--- config.mk ---
export PLATFORM = sky130hd
export DESIGN_NAME = sync_fifo_flags
export DESIGN_NICKNAME = d
export VERILOG_FILES = /design/src/rtl/sync_fifo_pkg.sv /design/src/rtl/fifo_ram_dp.sv /design/src/rtl/sync_fifo_flags.sv
export SDC_FILE = /design/constraint.sdc
export NUM_CORES = 1
export LEC_CHECK = 0
export CORE_MARGIN = 2
export CORE_UTILIZATION = 40
export DETAILED_ROUTE_END_ITERATION = 10
export PLACE_DENSITY_LB_ADDON = 0.25
export SYNTH_ARGS = -nofsm -noshare
export SYNTH_HDL_FRONTEND = slang
export SYNTH_SLANG_ARGS = --single-unit
--- constraint.sdc ---
create_clock -name clk -period 1.91 [get_ports clk]
set_clock_uncertainty 0.2 [all_clocks]
set_input_delay 0.191 -clock clk [delete_from_list [all_inputs] [get_ports clk]]
set_output_delay 0.191 -clock clk [all_outputs]
set_load 0.1 [all_outputs]
--- src/rtl/sync_fifo_pkg.sv ---
// Shared sizing helpers and parameter legality checks for sync_fifo_flags.
package sync_fifo_pkg;

    function automatic int cnt_width(input int addr_width);
        return addr_width + 1;
    endfunction

    function automatic int fifo_depth(input int addr_width);
        return 1 << addr_width;
    endfunction

    // almost_full must be reachable and nonzero; almost_empty must be able to deassert.
    function automatic bit thresh_legal(input int addr_width, input int afull, input int aempty);
        int depth;
        depth = fifo_depth(addr_width);
        return (afull >= 1) && (afull <= depth) && (aempty >= 0) && (aempty <= depth - 1);
    endfunction

endpackage

--- src/rtl/fifo_ram_dp.sv ---
// Simple dual-port RAM: synchronous write, registered read (combinational read when
// SYNC_FIFO_FWFT_EN is defined).
module fifo_ram_dp
    import sync_fifo_pkg::*;
#(
    parameter int DATA_WIDTH = 8,
    parameter int ADDR_WIDTH = 4
) (
    input  logic                  clk,
    input  logic                  rst,
    input  logic                  we,
    input  logic [ADDR_WIDTH-1:0] waddr,
    input  logic [DATA_WIDTH-1:0] wdata,
    input  logic                  re,
    input  logic [ADDR_WIDTH-1:0] raddr,
    output logic [DATA_WIDTH-1:0] rdata
);

    localparam int DEPTH = fifo_depth(ADDR_WIDTH);

    logic [DATA_WIDTH-1:0] mem [DEPTH];

    always_ff @(posedge clk) begin
        if (we) begin
            mem[waddr] <= wdata;
        end
    end

`ifdef SYNC_FIFO_FWFT_EN
    assign rdata = mem[raddr];
`else
    // Output register resets so dout reads zero out of reset.
    always_ff @(posedge clk) begin
        if (rst) begin
            rdata <= '0;
        end else if (re) begin
            rdata <= mem[raddr];
        end
    end
`endif

endmodule

--- src/rtl/sync_fifo_flags.sv ---
// Single-clock FIFO with occupancy count, almost flags and sticky error flags.
// Define SYNC_FIFO_FWFT_EN for first-word fall-through reads.
module sync_fifo_flags
    import sync_fifo_pkg::*;
#(
    parameter int DATA_WIDTH    = 8,
    parameter int ADDR_WIDTH    = 4,
    parameter int AFULL_THRESH  = 12,
    parameter int AEMPTY_THRESH = 2
) (
    input  logic                  clk,
    input  logic                  rst,
    input  logic [DATA_WIDTH-1:0] din,
    input  logic                  wr_en,
    input  logic                  rd_en,
    output logic [DATA_WIDTH-1:0] dout,
    output logic                  dout_valid,
    output logic                  full,
    output logic                  empty,
    output logic                  almost_full,
    output logic                  almost_empty,
    output logic [ADDR_WIDTH:0]   count,
    output logic                  overflow,
    output logic                  underflow,
    input  logic                  clr_err
);

    localparam int CW    = cnt_width(ADDR_WIDTH);
    localparam int DEPTH = fifo_depth(ADDR_WIDTH);
    localparam logic [CW-1:0] DEPTH_C  = CW'(DEPTH);
    localparam logic [CW-1:0] AFULL_C  = CW'(AFULL_THRESH);
    localparam logic [CW-1:0] AEMPTY_C = CW'(AEMPTY_THRESH);

    if (!thresh_legal(ADDR_WIDTH, AFULL_THRESH, AEMPTY_THRESH)) begin : g_bad_thresh
        $error("sync_fifo_flags: illegal almost-full/almost-empty threshold");
    end

    logic [ADDR_WIDTH-1:0] wr_ptr, rd_ptr;
    logic [CW-1:0]         count_q, count_nxt;
    logic                  full_q, empty_q, afull_q, aempty_q;
    logic                  ovf_q, unf_q, valid_q;
    logic                  push_ok, pop_ok;
    logic [DATA_WIDTH-1:0] ram_rdata;

    always_comb begin
        push_ok   = wr_en && !full_q;
        pop_ok    = rd_en && !empty_q;
        count_nxt = count_q;
        if (push_ok && !pop_ok) begin
            count_nxt = count_q + CW'(1);
        end else if (pop_ok && !push_ok) begin
            count_nxt = count_q - CW'(1);
        end
    end

    // Flags are registered from count_nxt so they change on the same edge as count.
    always_ff @(posedge clk) begin
        if (rst) begin
            wr_ptr   <= '0;
            rd_ptr   <= '0;
            count_q  <= '0;
            full_q   <= 1'b0;
            empty_q  <= 1'b1;
            afull_q  <= 1'b0;
            aempty_q <= 1'b1;
            valid_q  <= 1'b0;
            ovf_q    <= 1'b0;
            unf_q    <= 1'b0;
        end else begin
            if (push_ok) begin
                wr_ptr <= wr_ptr + 1'b1;
            end
            if (pop_ok) begin
                rd_ptr <= rd_ptr + 1'b1;
            end
            count_q  <= count_nxt;
            full_q   <= (count_nxt == DEPTH_C);
            empty_q  <= (count_nxt == '0);
            afull_q  <= (count_nxt >= AFULL_C);
            aempty_q <= (count_nxt <= AEMPTY_C);
            valid_q  <= pop_ok;
            // clr_err wins over a same-cycle error event.
            if (clr_err) begin
                ovf_q <= 1'b0;
                unf_q <= 1'b0;
            end else begin
                ovf_q <= ovf_q | (wr_en && full_q);
                unf_q <= unf_q | (rd_en && empty_q);
            end
        end
    end

    fifo_ram_dp #(
        .DATA_WIDTH (DATA_WIDTH),
        .ADDR_WIDTH (ADDR_WIDTH)
    ) u_ram (
        .clk   (clk),
        .rst   (rst),
        .we    (push_ok),
        .waddr (wr_ptr),
        .wdata (din),
        .re    (pop_ok),
        .raddr (rd_ptr),
        .rdata (ram_rdata)
    );

`ifdef SYNC_FIFO_FWFT_EN
    assign dout       = empty_q ? '0 : ram_rdata;
    assign dout_valid = !empty_q;
`else
    assign dout       = ram_rdata;
    assign dout_valid = valid_q;
`endif

    assign full         = full_q;
    assign empty        = empty_q;
    assign almost_full  = afull_q;
    assign almost_empty = aempty_q;
    assign count        = count_q;
    assign overflow     = ovf_q;
    assign underflow    = unf_q;

endmodule
Word-level counts from Yosys, hierarchy flattened
Memories as Yosys holds them, arrays and structs flattened. A register that Yosys moved wholly into a read port is not among the register bits.
Cells that the tools add are included.
Widths: inputs -> output; s select.
Cells by class
  add/sub/neg operators: 4
  multipliers: 0
  div/mod/pow operators: 0
  order comparisons: 2
  equal/unequal tests: 1
  shift operators: 0
  muxes and demuxes: 4
  bitwise logic cells: 2
  reductions and logical operators: 12
Operators with widths (count)
  $mux 5: 2
  $add 4x1->4 const B: 2
  $logic_and 1x1->1: 6
  $add 5x1->5 const B: 1
  $eq 5x5->1 const B: 1
  $ge 5x4->1 const B: 1
  $le 5x2->1 const B: 1
  $logic_not 5->1: 1
  $sub 5x1->5 const B: 1
  $logic_not 1->1: 4
  $mux 1: 2
  $or 1x1->1: 2
  $reduce_or 2->1: 1
Word-level totals
  register bits after elaboration: 20
  bits in latches: 0
  memory bits (writable): 128
  ROM bits: 0
  bits of input ports: 13
  output and inout port bits: 20
  word-level logic and storage cells: 36
  memories: 1
Memory list
  u_ram.mem: depth 16, bits a word 8, rd ports 1, clocked after Yosys merged registers in 1, wr ports 1, RTL line fifo_ram_dp.sv:21  | logic [DATA_WIDTH-1:0] mem [DEPTH];

Longest topological paths before layout
Gate-level depths: netlist (run 1).
  depth in word-level cells: 7
  gate-level depth with buffers: 7
  depth with buffers taken out: 7

Modules after synthesis
From an unflattened synthesis (run 1), not the netlist that was laid out.
Second synthesis, totals
  cells, all modules: 417
  area total of the unflattened synthesis: 6309.8 µm²
By module, submodules not included
  fifo_ram_dp: instances 1, cells each 316, area an instance 5343.9 µm², seq. area each 4003.8 µm²
  sync_fifo_flags: instances 1, cells each 101, area an instance 965.9 µm², seq. area each 400.4 µm²

Worst setup path after synthesis (run 1)
OpenSTA, ideal clock, no wires.
  path type: register -> register
  start: register count_q[0] (netlist: count[0])
  end: register aempty_q (netlist: almost_empty)
  library setup time: 116 ps
  arrival time: 2424 ps
  data required time: 1594 ps
  path slack: -830 ps
  stages on the path, launching flop included: 7
  path buffers: 0
  period minus slack after synthesis: 2740 ps
  path through: dfxtp_1 inv_1 ha_1 or3_1 a21oi_1 a31oi_1 a41o_1
On the way
  cells in the longest elaborated chain, start to end: 4
  elaborated cells on any way between the ends: 5
  those cells by class: 2 x add/sub; 1 x order compare; 2 x mux
Ends and longest elaborated chain
  start: declaration: RTL line sync_fifo_flags.sv:39  | logic [CW-1:0] count_q, count_nxt;
  start signal: assignment: RTL line sync_fifo_flags.sv:76  | count_q <= count_nxt;
  $sub 5x1->5: RTL line sync_fifo_flags.sv:52  | count_nxt = count_q - CW'(1);
  $mux 5: RTL line sync_fifo_flags.sv:51  | end else if (pop_ok && !push_ok) begin
  $mux 5 *: RTL line sync_fifo_flags.sv:49  | if (push_ok && !pop_ok) begin
  $le 5x2->1 *: RTL line sync_fifo_flags.sv:80  | aempty_q <= (count_nxt <= AEMPTY_C);
  end signal: assignment: RTL line sync_fifo_flags.sv:80
  end: declaration: RTL line sync_fifo_flags.sv:40  | logic full_q, empty_q, afull_q, aempty_q;
Every way passes the cells marked *; elsewhere a longest branch is shown, timed or not.
A chain may end at the register's enable or synchronous reset.

==> metrics.md, run 1 <==
| Metric | Value |
|---|---|
| Final min period | `1990 ps` |
| Ys async rst share | `0%` |
| Seq. cell area | `4430 um2` |
| Critical Path Start Type | `register` |
| WL final | `around 13000 um` |
| Core area | `around 15000 um2` |
| Largest family of logic cells by synthesized area | `multiplexers` |
| I/O Pins | `33` |
| Max Slew Vio Count | `0` |
| Synth Register Bits | `156` |
| Initial Utilization | `40.9%` |
| CTS tree | `done` |
| Dominant cells by area after synthesis | `edfxtp_1, dfxtp_1, mux4_1` |
| Die H | `128 um` |
| Netlist Area Pre-Place | `6200 um2` |
| Peak VDD IR | `0.722 mV` |
| Worst-margin pin slew | `~900 ps` |
| CP endpoint kind | `register` |
| Routed vias | `3345` |
| Remaining Overflow, GRT | `0` |
| Initial antenna violation count | `0` |
| Hold WS | `between 150 and 200 ps` |
| Max frequency | `502 MHz` |
| Hold_buf cts | `0` |
| Final Hold Viols | `0` |
| Synth-to-layout area growth | `27.2%` |
| WP data required | `2020 ps` |
| Post-Synth Simple-Gate Area | `5.33%` |
| Nets@finish | `453` |
| Worst Slack Setup Final | `-83.4 ps` |
| Final worst path period share | `104%` |
| Failing checks | `negative setup slack` |
| Synth Area per Inst | `17.7 um2` |
| Via/cell ratio | `5.28` |
| Synth unique cells | `40` |
| Depth of the CTS H-tree | `4` |
| Yosys top cell area share | `around 62%` |
| Total track usage | `16.6%` |
| RSZ-0062 raised after global routing | `true` |
| Status | `finished, violations left` |
| Routed Antenna Nets | `0` |
| Placed Area | `7200 um2` |
| Clk slew on worst S/H paths | `60 ps` |
| Complex-gate fraction of the synthesized area | `5.17%` |
| Post-synth EDFFs | `approximately 130` |
| Drc violations | `0` |
| Detailed placement HPWL | `8190 um` |
| Post-Synth Adder-Cell Area | `approximately 1.4%` |
| Post-synth net total | `371` |
| Area taken by multi-input logic gates | `1740 um2` |
| Mapped Cells | `351` |
| Avg WL per Cell | `20.0 um` |
| Register area share after synthesis | `between 70% and 80%` |
| Max cap viols | `0` |
| Tot Pwr | `8.98 mW` |
| Clock Sinks | `156` |
| Post-Synth XOR/XNOR Area | `under 10%` |
| Max_slew headroom | `about two fifths` |
| Setup TNS | `-453 ps` |
| P per Cell Area | `1140 nW/um2` |
| DP Worst Slack | `-318 ps` |
| Worst hold path class | `input pin to register` |
| Post-synth top area cell | `edfxtp_1` |
| Crit Path Class | `register to register` |
| Global-route wire length before repair | `19500 um` |
| DRT iter0 DRCs | `271` |
| Setup violations, final | `8` |
| Primary FF master, synth | `edfxtp_1` |
| Crit path max fanout | `7` |
| DIE AREA | `16500 um2` |
| Root Buffer | `clkbuf_16` |
| Count leader, synth | `edfxtp_1` |
| Row count | `between 40 and 50` |
| Layout fillers | `1246` |
| Mux cell area share after synthesis | `12.9%` |
| TritonRoute pass-1 iters | `4` |
| Gpl congestion | `0.773` |
| Largest net degree at the start of global routing | `36` |
| CTS buffer count | `17` |
| CTS Buffer Depth | `2` |
| LEAKAGE | `2.66 nW` |
| Fraction of layout instances using a drive strength above 1 | `35.9%` |
| Vias in the first global route | `3352` |
| Clock Latency Late Sink | `420 ps` |
| Top post-synthesis cells by count | `edfxtp_1, nor2_1, dfxtp_1` |
| Crit path DAT | `2100 ps` |
| Design area | `7880 um2` |
| Chip Width | `128 um` |
| Synth warn | `0` |
| I/O Buffers | `32` |
| Diodes inserted | `0` |
[state kept, by name, summed over array words and instances (netlist names)]
signal	flops
u_ram.mem	128
u_ram.rdata	8
almost_full	1
overflow	1
full	1
empty	1
count	5
almost_empty	1
rd_ptr	4
dout_valid	1
underflow	1
wr_ptr	4
[repair_timing]
item	4_1_cts	5_1_grt
gates resized for setup	22	7
setup buffers	0	5
cloned	1	0
pin swaps	4	1
setup endpoints to repair	8	12
endpoints found under the hold margin	0	0
[path summary, 6_finish.rpt]
kind             startpoint        endpoint  slack (ps)  cells past startpoint
min                 clr_err        overflow         170                      2
max reg2reg       rd_ptr[0]  u_ram.rdata[3]         -80                      7
max               rd_ptr[0]  u_ram.rdata[3]         -80                      7
min reg2reg  u_ram.rdata[2]  u_ram.rdata[2]         300                      2
[cell type report]
class	instances	area share [%]
clock inverter	12	1.17
multi-input combinational	170	22.1
clock buffer	20	5.54
sequential	156	56.2
tap	188	2.98
timing repair buffer	83	11.7
inverter	5	0.270
[critical path, stage by stage (launching register included)]
cell and delay, ps:
dfxtp_4 430, buf_12 170, buf_12 120, mux4_2 540
a22oi_2 180, a21oi_2 80, a21oi_1 120, nor2_1 50
[per-layer routing]
layer | track usage (%) | up-vias | share of wire [%] | wire length (um)
met3 | 4.37 | 12 | 4.7 | 600
met1 | 23.0 | 1691 | 46 | 5900
li1 | - | 1558 | - | -
met4 | 6.27 | 0 | 1.3 | 160
met5 | 0 | - | 0 | 0
met2 | 25.5 | 84 | 48 | 6030
[report_power, final]
group | internal [mW] | total, mW | switching, mW
Sequential | 3.83 | 3.95 | 0.123
Combinational | 0.866 | 2.03 | 1.16
Clock | 1.67 | 3.01 | 1.33
[layout by cell type (no fill, tap or decap), types with 5 or more instances in the layout]
cell	synthesis	routed
nor2_1	36	31
ha_1	7	6
clkbuf_16	0	17
nand2_1	11	11
a22oi_2	0	11
dfxtp_1	28	21
nor2_2	1	6
clkdlybuf4s50_1	0	12
a21oi_1	21	17
dfxtp_4	0	7
buf_4	4	49
mux4_2	14	19
mux4_1	18	13
buf_12	1	19
a22oi_1	16	5
edfxtp_1	128	128
[cell families after synthesis]
| kind of cell | after synthesis |
|---|---|
| and+or+nand+nor | 72 |
| DFF | 156 |
| adders and majority gates | 7 |
| xor gates and xnor gates | 9 |
| AOI/OAI and AO/OA | 49 |
| muxes | 33 |
| buffers and inverters | 25 |
[stage by stage]
step | util, % | instances
4_1_cts | 51.6 | 629
2_1_floorplan | - | 351
5_1_grt | 52.0 | 634
3_5_place_dp | 47.5 | 596
3_3_place_gp | 47.5 | 596
6_report | 52.0 | 634
No activity file was read; power rests on OpenSTA's default activity.
==> run 2, diff against run 1 <==
--- a/config.mk
+++ b/config.mk
@@ -6,7 +6,7 @@
 export NUM_CORES = 1
 export LEC_CHECK = 0
 export CORE_MARGIN = 2
-export CORE_UTILIZATION = 40
+export CORE_UTILIZATION = 53
 export DETAILED_ROUTE_END_ITERATION = 10
 export PLACE_DENSITY_LB_ADDON = 0.25
 export SYNTH_ARGS = -nofsm -noshare
==> metrics.md, run 2 (synthesis gave the netlist of run 1 again) <==
| Metric | Value |
|---|---|
| Comb power frac | `21.5%` |
| Max Slew Vio Count | `0` |
| FF-to-FF setup slack | `-90 ps` |
| Max frequency | `500 MHz` |
| Setup violations, final | `8` |
| Via/cell ratio | `5.93` |
| CTS tree | `done` |
| Hold_buf cts | `0` |
| Layout fillers | `777` |
| Peak VDD IR | `1.37 mV` |
| Avg WL per Cell | `22.6 um` |
| I/O Pins | `33` |
| Worst-margin pin slew | `roughly 840 ps` |
| Crit Path Class | `register to register` |
| TritonRoute pass-1 iters | `5` |
| Depth of the CTS H-tree | `4` |
| Crit path DAT | `2100 ps` |
| Die H | `112 um` |
| Detailed placement HPWL | `a little over 8000 um` |
| Crit path max fanout | `7` |
| Routed Antenna Nets | `0` |
| Final worst path period share | `105%` |
| Max_slew headroom | `43.7%` |
| Critical Path Start Type | `register` |
| Status | `finished, violations left` |
| RSZ-0062 raised after global routing | `true` |
| Clock Sinks | `156` |
| Clk slew on worst S/H paths | `60 ps` |
| Seq. cell area | `approximately 4400 um2` |
| WL final | `between 10000 and 15000 um` |
| CTS buffer count | `17` |
| Global-route wire length before repair | `about 20000 um` |
| Largest net degree at the start of global routing | `36` |
| Tot Pwr | `9.15 mW` |
| Final min period | `2000 ps` |
| Most frequent cells in the layout | `edfxtp_1, buf_4, nor2_1, mux4_2, dfxtp_1` |
| Worst hold path class | `input pin to register` |
| Core area | `11400 um2` |
| Max cap viols | `0` |
| Vias in the first global route | `3477` |
| Number of flip-flops under the largest register name | `128` |
| Psw | `2.52 mW` |
| Failing checks | `negative setup slack` |
| CTS Buffer Depth | `2` |
| Remaining Overflow, GRT | `0` |
| Worst Slack Setup Final | `-89.0 ps` |
| DRT iter0 DRCs | `roughly 320` |
| Drc violations | `0` |
| Clock Latency Late Sink | `410 ps` |
| Internal | `6.63 mW` |
| Area taken by multi-input logic gates | `1740 um2` |
| I/O Buffers | `32` |
| Diodes inserted | `0` |
| Clock Power Share | `35.1%` |
| CP endpoint kind | `register` |
| Root Buffer | `clkbuf_16` |
| Sequential share of power | `43.4%` |
| Final Hold Viols | `0` |
| Fraction of layout instances using a drive strength above 1 | `between 30% and 40%` |
| Routed vias | `~3.5k` |
| Synth-to-layout area growth | `25.1%` |
| Sw Ratio | `27.5%` |
| Nets@finish | `~450` |
| Chip Width | `112 um` |
| P per Cell Area | `1180 nW/um2` |
| Initial Utilization | `between 50 and 60%` |
| WP data required | `around 2000 ps` |
| Total track usage | `22.4%` |
| LEAKAGE | `2.60 nW` |
| Largest Register | `u_ram.mem` |
| Gpl congestion | `0.798` |
| Setup TNS | `-455 ps` |
| Row count | `39` |
| DIE AREA | `between 10000 and 15000 um2` |
| Initial antenna violation count | `0` |
| Commonest non-fill, non-tap cell in the layout | `edfxtp_1` |
-- run 2: cell count changes in the layout (fill, tap and decap cells not counted), sizes merged --
cell / previous run / this run
inv: 8 / 5
clkinvlp: 3 / 1
buf: 71 / 66
bufinv: 0 / 3
-- run 2: area by class of cell --
type / instances / share of cell area, %
Tap cell: 143 / 2.31
Inverter: 5 / 0.274
Clock buffer: 20 / 5.63
Timing Repair Buffer: 78 / 10.5
Clock inverter: 10 / 1.61
Sequential cell: 156 / 57.2
Multi-Input combinational cell: 170 / 22.5
-- run 2: final timing paths --
path | cells past startpoint | startpoint | end
min reg2reg | 2 | u_ram.rdata[3] | u_ram.rdata[3]
max | 6 | rd_ptr[0] | u_ram.rdata[5]
max reg2reg | 6 | rd_ptr[0] | u_ram.rdata[5]
min | 2 | clr_err | underflow
-- run 2: critical path: stages, from the launching register on --
cell     delay, ps
dfxtp_4        450
buf_12         160
mux4_2         560
a22oi_2        240
a21oi_2        100
a21oi_2        110
nor2_1          50
-- run 2: power by group through the flow --
stage	clock network (mW)	logic [mW]	registers, mW
final	3.21	1.97	3.97
after CTS	3.26	1.92	3.98
after floorplan	0	0.743	4.53
after detailed placement	0	1.78	4.03
after global placement	0	1.75	4.02
after global routing	3.39	2.07	3.99
-- run 2: timing repair --
item / CTS / global route
endpoints found under the setup margin: 9 / 30
gates cloned: 1 / 0
resized for setup: 46 / 8
buffers inserted: 0 / 4
pin swaps: 11 / 6
-- run 2: per-layer routing --
layer | global-route usage [%] | share of wire [%]
met5 | 0 | 0
met4 | 8.54 | 2.2
met3 | 6.26 | 6.1
met2 | 34.1 | 48
met1 | 31.1 | 43
-- run 2: through the flow --
step                      instance area, um2  cells  hold slack [ps]  utilization (%)  worst slack, ps
final                                   7750    582              160             67.9            -89.0
after global routing                    7750    582              162             67.9             -153
after global placement                  7030    547              274             61.6             -386
after floorplan                         6280    351             70.3                -            -45.1
after detailed placement                7030    547              293             61.6             -387
after CTS                               7690    578              152             67.3            -74.3
==> run 3, diff against run 2 <==
==> constraint.sdc (replaced) <==
create_clock -name clk -period 1.91 [get_ports clk]
set_clock_uncertainty 0.2 [all_clocks]
set_input_delay 0.191 -clock clk [delete_from_list [all_inputs] [get_ports clk]]
set_output_delay 0.191 -clock clk [all_outputs]
set_load 0.005 [all_outputs]
==> metrics.md, run 3 (synthesis gave the netlist of run 1 again) <==
| Metric | Value |
|---|---|
| Sequential share of power | `44.5%` |
| Remaining Overflow, GRT | `0` |
| Final min period | `1950 ps` |
| Hold path depth | `2` |
| Clk slew on worst S/H paths | `60 ps` |
| I/O Buffers | `32` |
| Clock Sinks | `156` |
| Crit path max fanout | `14` |
| Peak VDD IR | `0.814 mV` |
| Setup violations, final | `6` |
| Max frequency | `512 MHz` |
| Placed cell count | `550` |
| Worst Reg2Reg Path Length in Cells | `6` |
| DIE AREA | `between 10000 and 15000 um2` |
| Routed Antenna Nets | `0` |
| Core area | `~11000 um2` |
| Initial antenna violation count | `0` |
| Nets@finish | `450` |
| Final Instance Count excl. Fillers | `583` |
| Drc violations | `0` |
| Number of flip-flops under the largest register name | `128` |
| Root Buffer | `clkbuf_16` |
| Clock Power Share | `39.7%` |
| CTS Buffer Depth | `2` |
| Row count | `39` |
| Final Hold Viols | `0` |
| Max Slew Vio Count | `0` |
| WP data required | `around 2000 ps` |
| Depth of the CTS H-tree | `4` |
| Final worst path period share | `102%` |
| Worst hold path class | `input pin to register` |
| RSZ-0062 raised after global routing | `true` |
| LEAKAGE | `2.58 nW` |
| Global-route wire length before repair | `19500 um` |
| Internal | `between 6 and 7 mW` |
| Max cap viols | `0` |
| Sw Ratio | `21.8%` |
| Seq. cell area | `4410 um2` |
| Hold_buf cts | `0` |
| Die H | `112 um` |
| Worst Slack Setup Final | `-42.0 ps` |
| Psw | `1.91 mW` |
| Worst-margin pin slew | `just under 800 ps` |
| Placed Area | `slightly below 7000 um2` |
| Diodes inserted | `0` |
| Max_slew headroom | `47.8%` |
| Final core occ | `67.3%` |
| DP Worst Slack | `-251 ps` |
| CTS buffer count | `17` |
| Routed vias | `3402` |
| TritonRoute pass-1 iters | `4` |
| Crit path DAT | `between 2000 and 2500 ps` |
| Failing checks | `negative setup slack` |
| Crit Path Class | `register to register` |
| Total track usage | `21.0%` |
| Most frequent cells in the layout | `edfxtp_1, buf_4, nor2_1, clkdlybuf4s50_1, mux4_2` |
| Critical Path Start Type | `register` |
| Initial Utilization | `54.3%` |
| Clock Latency Late Sink | `between 400 and 500 ps` |
| Largest Register | `u_ram.mem` |
| Vias in the first global route | `3424` |
| I/O Pins | `33` |
| P per Cell Area | `~1100 nW/um2` |
| Largest net degree at the start of global routing | `22` |
| Commonest non-fill, non-tap cell in the layout | `edfxtp_1` |
| CP endpoint kind | `register` |
| CTS tree | `done` |
| DRT iter0 DRCs | `268` |
| Gpl congestion | `around 0.8` |
| Fraction of layout instances using a drive strength above 1 | `30.0%` |
| Detailed placement HPWL | `8020 um` |
| Synth-to-layout area growth | `24.0%` |
| Setup TNS | `-116 ps` |
| Layout fillers | `784` |
| WL final | `about 12000 um` |
| Status | `finished, violations left` |
| Comb power frac | `15.7%` |
| Area taken by multi-input logic gates | `1710 um2` |
| Via/cell ratio | `5.84` |
| Design area | `7680 um2` |
| Chip Width | `112 um` |
| Avg WL per Cell | `21.3 um` |
-- run 3: changes by cell type in the layout (fill, tap and decap cells not counted), moves of 4 or more --
cell	previous run	this run
clkdlybuf4s50_1	12	32
buf_4	50	41
buf_12	14	6
dfxtp_4	7	1
nor2_1	31	36
nor2_2	6	1
a21oi_1	11	15
a21oi_2	10	6
dfxtp_1	21	25
mux4_1	2	6
mux4_2	30	26
-- run 3: path summary, 6_finish.rpt --
kind / start / slack, ps / to
worst max-delay path: rd_ptr[0] / -40 / u_ram.rdata[3]
worst min-delay path: clr_err / 160 / overflow
worst max register to register: rd_ptr[0] / -40 / u_ram.rdata[3]
worst min register to register: u_ram.rdata[4] / 300 / u_ram.rdata[4]
-- run 3: cell type report --
| type | instances | area share (%) |
|---|---|---|
| multi-input combinational | 170 | 22.2 |
| timing repair buffer | 80 | 9.88 |
| clock inverter | 9 | 2.23 |
| inverter | 5 | 0.244 |
| tap | 143 | 2.33 |
| clock buffer | 20 | 5.68 |
| sequential | 156 | 57.4 |
-- run 3: routing by layer --
metal  share of wire, %  global-route usage [%]  vias to the layer above
li1                   -                       -                     1540
met2                 48                    32.0                      115
met3                5.4                    4.70                       14
met1                 45                    30.3                     1733
met4                1.5                    7.64                        0
met5                  0                       0                        -
-- run 3: critical path, cell delays in order (launching register included) --
cell and delay [ps]:
dfxtp_4 380, buf_12 170, mux4_1 610, a22oi_2 190, a21oi_1 90, a21oi_1 140
nor2_1 50
-- run 3: through the flow --
step                      hold slack, ps  power (mW)
after CTS                            150        8.76
final                                163        8.74
after detailed placement             283        5.19
after floorplan                     70.3        4.67
after global placement               269        5.16
after global routing                 176        9.06
-- run 3: what timing repair did --
item | in CTS | in global routing
setup buffers | 4 | 0
resized for setup | 27 | 15
endpoints found under the hold margin | 0 | 0
setup endpoints to repair | 8 | 12
pin swaps | 1 | 3
-- run 3: power groups by stage --
stage	registers, mW	clock network, mW	logic [mW]
after global placement	3.95	0	1.21
final	3.89	3.47	1.37
after global routing	3.91	3.68	1.48
after floorplan	3.96	0	0.709
after CTS	3.89	3.53	1.34
after detailed placement	3.96	0	1.23
